--- src/rtl/rx_chan_src_mux.sv ---
// ---------------------------------------------------------------------------
// rx_chan_src_mux
//
// RX channel-source stage between the DDC chains and rx_buffer. On every
// accepted sample strobe it registers one word per I/Q channel pair, taken
// from live DDC data, TX loopback, or a test counter. An armed multi-board
// sync capture yields a one-cycle sync_rx pulse that also clears the counters.
//
// Optional feature macro: COUNTER_32BIT_EN
//   defined   -> 32-bit counter and mode 3 are built
//   undefined -> no 32-bit counter; mode 3 behaves exactly like mode 2
//
// Parameters
//   NCHAN     number of I/Q channel pairs (1..8)
//   WIDTH     sample width (>=16); counter words fill the low 16 bits
//   SYNC_EDGE 1 = rising edge of sync_in triggers, 0 = falling edge
//
// Ports
//   clock       in   sample clock
//   reset       in   asynchronous, active-high
//   enable      in   RX enable
//   strobe      in   RX output sample strobe
//   tx_strobe   in   TX interpolator strobe, qualifies loopback capture
//   tx_i, tx_q  in   TX baseband for loopback
//   bb_i, bb_q  in   packed DDC outputs, channel k at [k*WIDTH +: WIDTH]
//   mode        in   0 normal, 1 loopback, 2 counter16, 3 counter32
//   sync_arm    in   one-cycle arm request
//   sync_in     in   asynchronous external sync pin
//   ch_out      out  packed {q,i} per channel at [2k*WIDTH +: 2*WIDTH]
//   ch_valid    out  one-cycle qualifier for ch_out
//   sync_rx     out  one-cycle sync pulse
//   sync_state  out  0 IDLE, 1 ARMED, 2 SYNCED
// ---------------------------------------------------------------------------
module rx_chan_src_mux #(
  parameter int NCHAN     = 4,
  parameter int WIDTH     = 16,
  parameter int SYNC_EDGE = 1
) (
  input  logic                     clock,
  input  logic                     reset,
  input  logic                     enable,
  input  logic                     strobe,
  input  logic                     tx_strobe,
  input  logic [WIDTH-1:0]         tx_i,
  input  logic [WIDTH-1:0]         tx_q,
  input  logic [NCHAN*WIDTH-1:0]   bb_i,
  input  logic [NCHAN*WIDTH-1:0]   bb_q,
  input  logic [1:0]               mode,
  input  logic                     sync_arm,
  input  logic                     sync_in,
  output logic [2*NCHAN*WIDTH-1:0] ch_out,
  output logic                     ch_valid,
  output logic                     sync_rx,
  output logic [1:0]               sync_state
);

  localparam logic [1:0] ST_IDLE   = 2'd0;
  localparam logic [1:0] ST_ARMED  = 2'd1;
  localparam logic [1:0] ST_SYNCED = 2'd2;

  // Slot used for channel 1 in mode 3; kept in range when NCHAN == 1.
  localparam int CH1 = (NCHAN >= 2) ? 1 : 0;

  // Zero-extend a 16-bit counter word to the sample width.
  function automatic logic [WIDTH-1:0] ext16(input logic [15:0] v);
    ext16 = WIDTH'(v);
  endfunction

  logic [WIDTH-1:0]         lb_i_q, lb_q_q;
  logic                     sync_meta_q, sync_s2_q, sync_prev_q, edge_q;
  logic                     edge_raw;
  logic [1:0]               state_q, state_d;
  logic                     sync_rx_q, sync_rx_d;
  logic                     accept;
  logic [15:0]              cnt16_q, cnt16_d, cnt16_p1;
  logic [2*NCHAN*WIDTH-1:0] ch_out_q, sample_d;
  logic                     ch_valid_q;
`ifdef COUNTER_32BIT_EN
  logic [31:0]              cnt32_q, cnt32_d;
`endif

  // A sample is dropped on the sync pulse cycle so the first post-sync word
  // starts cleanly from counter value zero.
  assign accept = strobe & enable & ~sync_rx_q;

  // -------------------------------------------------------------------------
  // Loopback capture: follows tx_strobe regardless of enable/mode.
  // -------------------------------------------------------------------------
  always_ff @(posedge clock or posedge reset) begin
    if (reset) begin
      lb_i_q <= '0;
      lb_q_q <= '0;
    end else if (tx_strobe) begin
      lb_i_q <= tx_i;
      lb_q_q <= tx_q;
    end
  end

  // -------------------------------------------------------------------------
  // sync_in: two-flop synchroniser, edge detector on the second flop, and a
  // registered edge pulse feeding the FSM.
  // -------------------------------------------------------------------------
  assign edge_raw = (SYNC_EDGE != 0) ? (sync_s2_q & ~sync_prev_q)
                                     : (~sync_s2_q & sync_prev_q);

  always_ff @(posedge clock or posedge reset) begin
    if (reset) begin
      sync_meta_q <= 1'b0;
      sync_s2_q   <= 1'b0;
      sync_prev_q <= 1'b0;
      edge_q      <= 1'b0;
    end else begin
      sync_meta_q <= sync_in;
      sync_s2_q   <= sync_meta_q;
      sync_prev_q <= sync_s2_q;
      edge_q      <= edge_raw;
    end
  end

  // -------------------------------------------------------------------------
  // Sync FSM. Only an ARMED block reacts to an edge; an arm request that
  // coincides with an edge while IDLE just arms.
  // -------------------------------------------------------------------------
  always_comb begin
    state_d   = state_q;
    sync_rx_d = 1'b0;
    case (state_q)
      ST_IDLE:   if (sync_arm) state_d = ST_ARMED;
      ST_ARMED:  if (edge_q) begin
                   state_d   = ST_SYNCED;
                   sync_rx_d = 1'b1;
                 end
      ST_SYNCED: if (sync_arm) state_d = ST_ARMED;
      default:   state_d = ST_IDLE;
    endcase
  end

  always_ff @(posedge clock or posedge reset) begin
    if (reset) begin
      state_q   <= ST_IDLE;
      sync_rx_q <= 1'b0;
    end else begin
      state_q   <= state_d;
      sync_rx_q <= sync_rx_d;
    end
  end

  // -------------------------------------------------------------------------
  // Test counters: advance per accepted strobe, cleared while disabled or on
  // the sync pulse.
  // -------------------------------------------------------------------------
  always_comb begin
    cnt16_d = cnt16_q;
    if (!enable || sync_rx_q) cnt16_d = 16'd0;
    else if (accept)          cnt16_d = cnt16_q + 16'd2;
  end

  assign cnt16_p1 = cnt16_q + 16'd1;

`ifdef COUNTER_32BIT_EN
  always_comb begin
    cnt32_d = cnt32_q;
    if (!enable || sync_rx_q) cnt32_d = 32'd0;
    else if (accept)          cnt32_d = cnt32_q + 32'd1;
  end
`endif

  always_ff @(posedge clock or posedge reset) begin
    if (reset) begin
      cnt16_q <= 16'd0;
`ifdef COUNTER_32BIT_EN
      cnt32_q <= 32'd0;
`endif
    end else begin
      cnt16_q <= cnt16_d;
`ifdef COUNTER_32BIT_EN
      cnt32_q <= cnt32_d;
`endif
    end
  end

  // -------------------------------------------------------------------------
  // Source mux: every channel defaults to DDC pass-through; the selected mode
  // overrides channel 0 (and channel 1 in mode 3).
  // -------------------------------------------------------------------------
  always_comb begin
    sample_d = '0;
    for (int k = 0; k < NCHAN; k++) begin
      sample_d[(2*k)*WIDTH   +: WIDTH] = bb_i[k*WIDTH +: WIDTH];
      sample_d[(2*k+1)*WIDTH +: WIDTH] = bb_q[k*WIDTH +: WIDTH];
    end
    case (mode)
      2'd1: begin
        sample_d[0     +: WIDTH] = lb_i_q;
        sample_d[WIDTH +: WIDTH] = lb_q_q;
      end
      2'd2: begin
        sample_d[0     +: WIDTH] = ext16(cnt16_q);
        sample_d[WIDTH +: WIDTH] = ext16(cnt16_p1);
      end
      2'd3: begin
`ifdef COUNTER_32BIT_EN
        sample_d[0     +: WIDTH] = ext16(cnt32_q[31:16]);
        sample_d[WIDTH +: WIDTH] = ext16(cnt32_q[15:0]);
        // Channel 0 of the DDC is displaced onto channel 1.
        if (NCHAN >= 2) begin
          sample_d[(2*CH1)*WIDTH   +: WIDTH] = bb_i[0 +: WIDTH];
          sample_d[(2*CH1+1)*WIDTH +: WIDTH] = bb_q[0 +: WIDTH];
        end
`else
        sample_d[0     +: WIDTH] = ext16(cnt16_q);
        sample_d[WIDTH +: WIDTH] = ext16(cnt16_p1);
`endif
      end
      default: ;
    endcase
  end

  // -------------------------------------------------------------------------
  // Output register: loads on accept, otherwise holds.
  // -------------------------------------------------------------------------
  always_ff @(posedge clock or posedge reset) begin
    if (reset) begin
      ch_out_q   <= '0;
      ch_valid_q <= 1'b0;
    end else begin
      ch_valid_q <= accept;
      if (accept) ch_out_q <= sample_d;
    end
  end

  assign ch_out     = ch_out_q;
  assign ch_valid   = ch_valid_q;
  assign sync_rx    = sync_rx_q;
  assign sync_state = state_q;

endmodule
--- config.mk ---
export PLATFORM = sky130hd
export DESIGN_NAME = rx_chan_src_mux
export DESIGN_NICKNAME = d
export VERILOG_FILES = /design/src/rtl/rx_chan_src_mux.sv
export SDC_FILE = /design/constraint.sdc
export NUM_CORES = 1
export LEC_CHECK = 0
export BUFFER_PORTS_ARGS = -buffer_cell sky130_fd_sc_hd__buf_2
export CAP_MARGIN = 0
export CORE_UTILIZATION = 45
export CTS_CLUSTER_SIZE = 24
export DETAILED_ROUTE_END_ITERATION = 10
export GPL_TIMING_DRIVEN = 0
export PLACE_DENSITY = 0.76
export REMOVE_ABC_BUFFERS = 1
export SLEW_MARGIN = 20
export SYNTH_ARGS = -nofsm -noshare
export SYNTH_HDL_FRONTEND = slang
export SYNTH_SLANG_ARGS = --single-unit
--- constraint.sdc ---
create_clock -name clock -period 7.4 [get_ports clock]
set_input_delay 1.48 -clock clock [delete_from_list [all_inputs] [get_ports clock]]
set_output_delay 1.48 -clock clock [all_outputs]
set_load 0.02 [all_outputs]
==> metrics <==
worst reg2reg path endpoint=ch_out[73]; hpwl dp=~13000 um; initial detailed-routing violation count=between 200 and 250; Avg WL per Cell=16.2 um; placement-stage cell area=~9300 um^2; fin crit share=about 40%; Max H-tree Level=4; post-synthesis sequential area ratio=between 60% and 70%; Clock Path Buffers=2; WS Path Type=input pin to flop; Arr. time, crit path=3.25 ns; Int Pwr=a little under 2 mW; P per Cell Area=between 200 and 300 nW/um^2; placed cells=1049; Design Area, Final=a little under 10000 um^2; area leader, netlist=dfrtp_1; Detail Route Antenna Nets=0; max-cap violations=0; Hold Path Sink=sync_s2_q; setup TNS=0 ns; post-place setup slack=between 4 and 5 ns; TritonCTS Buffers=17; Relative slew margins=between 30% and 40%; row count=46; gpl congestion=between 0.7 and 0.8; Post-CTS Resized=0; Hold Path Cell Cnt=0; DRC violations left=0; Initial Util=between 40% and 50%; status=finished, final reports clean; clk_skew=roughly 0.012 ns; CP startpoint kind=input pin; share of the synthesized area in the top cell type=approximately 61%; Reg power frac=roughly 44%; Worst Tran Pin Value=0.919 ns; sw frac=between 20 and 30%; Final Hold Fails=0; # port buffers=300; top achievable clock speed=339 MHz; largest net degree at the start of global routing=100; critical-path maximum fanout=21; die height=about 130 um; Setup Buffers After CTS=0; Setup Viol. Count Final=0; # IOs=301; Max VDD drop=between 0.15 and 0.2 mV; Die W=between 100 and 150 um; cells after synthesis=roughly 560; ys flop type=dfrtp_1; Clock Pin Slew Worst Setup and Hold Paths=~0.06 ns; Comb power frac=between 20% and 30%; first-pass GRT wire length=between 20000 and 30000 um; Clock Sinks=between 150 and 200; DR pass1 iterations=5; Synth async-reset ratio=between 90% and 100%; drt total wl=between 15000 and 20000 um; Synth cell types=31; Leakage=approximately 4.7 nW; sw power=between 700 and 800 uW; Post-Syn Area=~7500 um^2; die footprint=17200 um^2; count leader, synth=dfrtp_1; Synth area leaders=dfrtp_1 61%, mux2_2 19%, nor2b_1 3.9%; clk_lat worst skew=0.42 ns; flops & latches, synth=183; vias in the first global route=5668; share of cells above drive strength 1=~55%; Tot GR Track Use=21.3%; R2R depth=7; EDFF count, synth=0; core area=around 16000 um^2; initial antenna violation count=1; CTS tree=yes; reg-to-reg setup timing slack=around 5.3 ns; root buffer cell=clkbuf_16; Hold Path Class=flop to flop; CP endpoint kind=flop; reg2reg start=sync_rx; RSZ-0062 raised after global routing=no; post-route setup slack=4.45 ns; synth cell count leaders=183 x dfrtp_1, 129 x mux2_2, 47 x nor2b_1; min cycle time layout=between 2 and 3 ns; required time of the worst setup path=roughly 7.7 ns; hold-fix buffers at CTS=0; Nets=slightly above 1000; Via density=around 5; hold_sp=sync_meta_q; WHS=~0.37 ns; P&R area growth vs syn=31.7%; max-slew violations=0; Mean Syn Cell Area=between 10 and 15 um^2; total grt overflow=0; Non-Filler Instances=around 1100; Clock power frac=33.9%; synth warn=0; total number of vias=~5400
==> worst max path at each step <==
stage / startpoint / to / slack (ns)
2_1_floorplan: reset / ch_out[0] / 0.95
5_1_grt: strobe / ch_out[73] / 4.34
3_5_place_dp: strobe / ch_out[73] / 4.01
4_1_cts: strobe / ch_out[73] / 4.45
6_report: strobe / ch_out[73] / 4.45
3_3_place_gp: reset / lb_q_q[6] / -1.14
==> power groups by stage <==
stage / registers [mW] / logic, mW / clock network [mW]
after floorplan: 1.40 / 0.206 / 0
after global placement: 1.23 / 0.608 / 0
after detailed placement: 1.24 / 0.607 / 0
after CTS: 1.22 / 0.608 / 0.951
after global routing: 1.24 / 0.642 / 0.990
final: 1.22 / 0.599 / 0.933
==> critical path, cell delays in order <==
cell      delay [ns]
buf_2           0.16
nand3b_1        0.28
buf_6           0.23
buf_6           0.21
buf_6           0.18
buf_8           0.18
buf_6           0.17
mux2_2          0.35
==> cell type report <==
cell class	instances	area, um^2
fillers	1322	6220
flip-flops and latches	183	4580
multi-input cells	336	2750
diodes	1	2.50
clock buffers	24	492
repair buffers	312	1670
clock inverters	6	116
well taps	216	270
inverters	2	15.0
==> sequential cells by signal, summed over array words and instances (netlist names) <==
name,count
ch_out,128
lb_i_q,16
lb_q_q,16
cnt16_q,15
sync_state,2
ch_valid,1
edge_q,1
sync_meta_q,1
sync_prev_q,1
sync_rx,1
sync_s2_q,1
==> stage by stage <==
stage          utilization (%)  total power, mW
2_1_floorplan                -             1.61
3_5_place_dp              57.6             1.85
5_1_grt                   61.4             2.87
4_1_cts                   61.4             2.78
3_3_place_gp              56.5             1.84
6_report                  61.4             2.75
==> kinds of logic (layout without fill, tap and decap cells) <==
group                    Yosys count  after routing  share of synthesized area, %
AO/OA/AOI/OAI                     79             79                          7.46
XOR/XNOR                           4              4                         0.466
adder cells (fa/ha/maj)            1              1                         0.166
buffers and inverters             39            344                          2.48
flip-flops                       183            183                          60.9
multiplexers                     133            133                          19.9
other                              0              1                             0
AND/OR/NAND/NOR                  119            119                          8.67
==> metal layers <==
metal  vias up  track usage (%)  wire (um)
met5         -                0          0
met3        25             6.64       1080
li1       2575                -          -
met2       170             37.1       9120
met4         0             7.49        317
met1      2652             24.6       6990
==> cell usage in the layout (no fill, tap or decap), drive strengths merged, types with 5 or more instances in the layout <==
cell type / netlist / routed
o31ai: 35 / 35
o21ai: 5 / 5
nand2: 40 / 40
a211oi: 31 / 31
nor2: 6 / 6
nor2b: 47 / 47
clkbuf: 15 / 24
buf: 22 / 312
nand4: 6 / 6
dfrtp: 183 / 183
mux2: 129 / 129
a21oi: 8 / 8
(Power assumes the default switching activity.)
